### src/rtl/sync_ram.sv
// Single-port synchronous RAM with a registered, write-first read port.
// Asynchronous active-low reset clears every word and the read register.
module sync_ram #(
  parameter int DATA_WIDTH = 8,
  parameter int ADDR_WIDTH = 4
) (
  input  logic                  clk,
  input  logic                  rst,
  input  logic                  we,
  input  logic [ADDR_WIDTH-1:0] addr,
  input  logic [DATA_WIDTH-1:0] din,
  output logic [DATA_WIDTH-1:0] dout
);

  localparam int DEPTH = 1 << ADDR_WIDTH;

  logic [DATA_WIDTH-1:0] mem [DEPTH];

  // NOTE: the array sits in the reset branch because reset must clear every
  // word at once; that rules out block-RAM inference and builds it from flops.
  always_ff @(posedge clk or negedge rst) begin
    if (!rst) begin
      for (int i = 0; i < DEPTH; i++) begin
        mem[i] <= '0;
      end
      dout <= '0;
    end else if (we) begin
      // NOTE: non-blocking writes keep the array update and the read
      // register ordered as real flops, independent of statement order.
      mem[addr] <= din;
      dout      <= din;
    end else begin
      dout <= mem[addr];
    end
  end

endmodule

### config.mk
export PLATFORM = sky130hd
export DESIGN_NAME = sync_ram
export DESIGN_NICKNAME = d
export VERILOG_FILES = /design/src/rtl/sync_ram.sv
export SDC_FILE = /design/constraint.sdc
export NUM_CORES = 1
export LEC_CHECK = 0
export ABC_CLOCK_PERIOD_IN_PS = 4850
export CAP_MARGIN = 25
export CORE_ASPECT_RATIO = 0.6
export CORE_MARGIN = 2
export CORE_UTILIZATION = 60
export CTS_BUF_LIST = sky130_fd_sc_hd__clkbuf_4 sky130_fd_sc_hd__clkbuf_8 sky130_fd_sc_hd__clkbuf_16
export DETAILED_ROUTE_END_ITERATION = 10
export PLACE_DENSITY_LB_ADDON = 0.25
export SYNTH_ARGS = -nofsm -noshare
export SYNTH_HDL_FRONTEND = slang
export SYNTH_SLANG_ARGS = --single-unit
### constraint.sdc
create_clock -name clk -period 4.85 [get_ports clk]
set_clock_uncertainty 0.2 [all_clocks]
set_input_delay 0.7275 -clock clk [delete_from_list [all_inputs] [get_ports clk]]
set_output_delay 0.7275 -clock clk [all_outputs]
set_load 0.05 [all_outputs]
==> metrics.txt <==
outcome=complete, no violations; delay-heaviest family, CP=buffers and inverters; Initial Utilization=between 60% and 70%; pre-CTS WS=1.30 ns; fmax=0.315 GHz; PwrDens=501 mW/mm2; TritonCTS Buffers=17; worst vdd ir=293 uV; via/cell ratio=6.22; worst setup path category=in2reg; overall routing resource usage=28.7%; Die H=81.8 um; Worst EP arrival=3.28 ns; area of the core=0.00984 mm2; post-synthesis instance total=464; crit-path max cell delay=around 1.1 ns; Avg Inst Size Synth=~13 um2; ANT cells=0; total gr overflow=0; cell taking the most area after synthesis=dfrtp_1; YS warnings=0; Clock Path Buffers=2; CTS tree=yes; Final #Nets=490; Worst Path Required=4.95 ns; FP Rows=28; clock sinks=~140; Synth top area share=56.2%; most frequent cell after synthesis=dfrtp_1; EDFF count, synth=0; final setup margin=1.67 ns; total number of H-tree levels=4; post-route ant nets=0; via count=3,875; layout cells sized above 1=30.1%; Max Slew Vio Count=0; synth cell count leaders=dfrtp_1, mux2_2, nand2_1; largest net degree at the start of global routing=105; area grow syn2layout=15.1%; DRT iter0 DRCs=268; Top-Level Pins=23; flops & latches, synth=around 140; post-DP HPWL=9000 um; Max-slew headroom=36.0%; Slew @ Worst Pin=0.956 ns; setup repair after global routing missed its margin=false; post-cts sizing count=0; Synth cell types=30; cts hold-fix bufs=0; GPL Wtd Cong=0.888; first-pass GRT wire length=about 23,000 um; worst-path maximum fanout=22; final period utilization=between 60% and 70%; critical path capture point type=register; Hold WC Path Type=in2async; Pre-antenna DRT Iters=7; CP Launch Type=input port; sequential share of the synthesized area=a little under three fifths; fin crit period=3.18 ns; Final Setup Violations=0; slowest stage cell, crit path=clkdlybuf4s50_1; Static Leak=a little over 3 nW; Clk Latency, worst-skew pair=0.42 ns; antenna violations before repair=0; Detailed Route WL=14,100 um; die area=0.0109 mm2; DR WL/cell=~23 um; Die Wd=about 130 um; Residual DRC=0; Netlist Area Pre-Place=0.00605 mm2; CTS root buf=clkbuf_16; Pwr Total=0.00349 W; Post-CTS Setup Inserts=0; TNS Setup=0 ns; worst path bufs/invs=1; Hold Worst Slack=0.211 ns; vias in the first global route=3,981; max cap viols=0; ys flop type=dfrtp_1; Hold Vio Cnt, Final=0; buffers added on ports=22; Async SR Flop Fraction=100%; crit-path cells=clkdlybuf4s50_1 > nand2_1 > nor2_1 > mux2_2; Reg clk slew, reported paths=0.06 ns; Syn Nets=479; top post-synthesis cells by area=dfrtp_1, mux2_2, mux4_2, mux2i_1, o21ai_0
report_power, final:
group / total, W / switching (W) / internal [W]
sequential: 0.00151 / 0.000128 / 0.00138
clock: 0.00144 / 0.000483 / 0.000958
combinational: 0.000539 / 0.000258 / 0.000281
logic make-up after synthesis:
| kind of cell | synth area share (%) |
|---|---|
| flops | 56.2 |
| mux | 27.3 |
| simple gates | 6.37 |
| compound gates | 6.99 |
| buf+inv | 3.12 |
flip-flops by register name, summed over array words and instances, names as in the netlist:
name,cells
mem,128
dout,8
routing by layer:
layer	track usage [%]	vias to the layer above	share of wire, %
met5	0	-	0
met4	12.6	0	2.2
met3	6.48	28	6.4
met2	43.8	158	46
met1	40.4	1989	45
li1	-	1700	-
layout by cell type (no fill, tap or decap), types with 8 or more instances in the layout:
cell,synthesis,routed
mux4_2,17,17
nand2_1,45,45
mux2_2,87,87
clkdlybuf4s50_1,0,20
mux2i_1,29,29
clkbuf_16,0,17
o21ai_0,39,39
dfrtp_1,136,136
a21oi_1,8,8
o22ai_1,14,14
metrics by stage:
| step | util (%) | instances | instance area (um2) |
|---|---|---|---|
| finish | 70.8 | 623 | 6970 |
| global route | 70.8 | 623 | 6970 |
| CTS | 70.8 | 623 | 6970 |
| detailed placement | 64.0 | 591 | 6300 |
| global placement | 64.0 | 591 | 6300 |
| floorplan | - | 464 | 6050 |
path summary, 6_finish.rpt:
kind	from	end	slack, ns	cells after the start
worst min-delay path	rst	mem[29]	0.21	1
min in group clk	mem[117]	mem[117]	0.28	2
worst max register to register	mem[73]	dout[1]	2.87	4
worst min register to register	mem[117]	mem[117]	0.28	2
max in group asynchronous	rst	mem[42]	3.21	2
worst max-delay path	addr[1]	mem[65]	1.67	4
cell type report:
class	instances	area (um2)
Sequential cell	136	3400
Fill cell	649	2880
Multi-Input combinational cell	288	2460
Clock buffer	21	474
Timing Repair Buffer	25	239
Clock inverter	11	194
Tap cell	135	169
Inverter	7	26.3
Note: power is estimated with default switching activity, not from simulation.
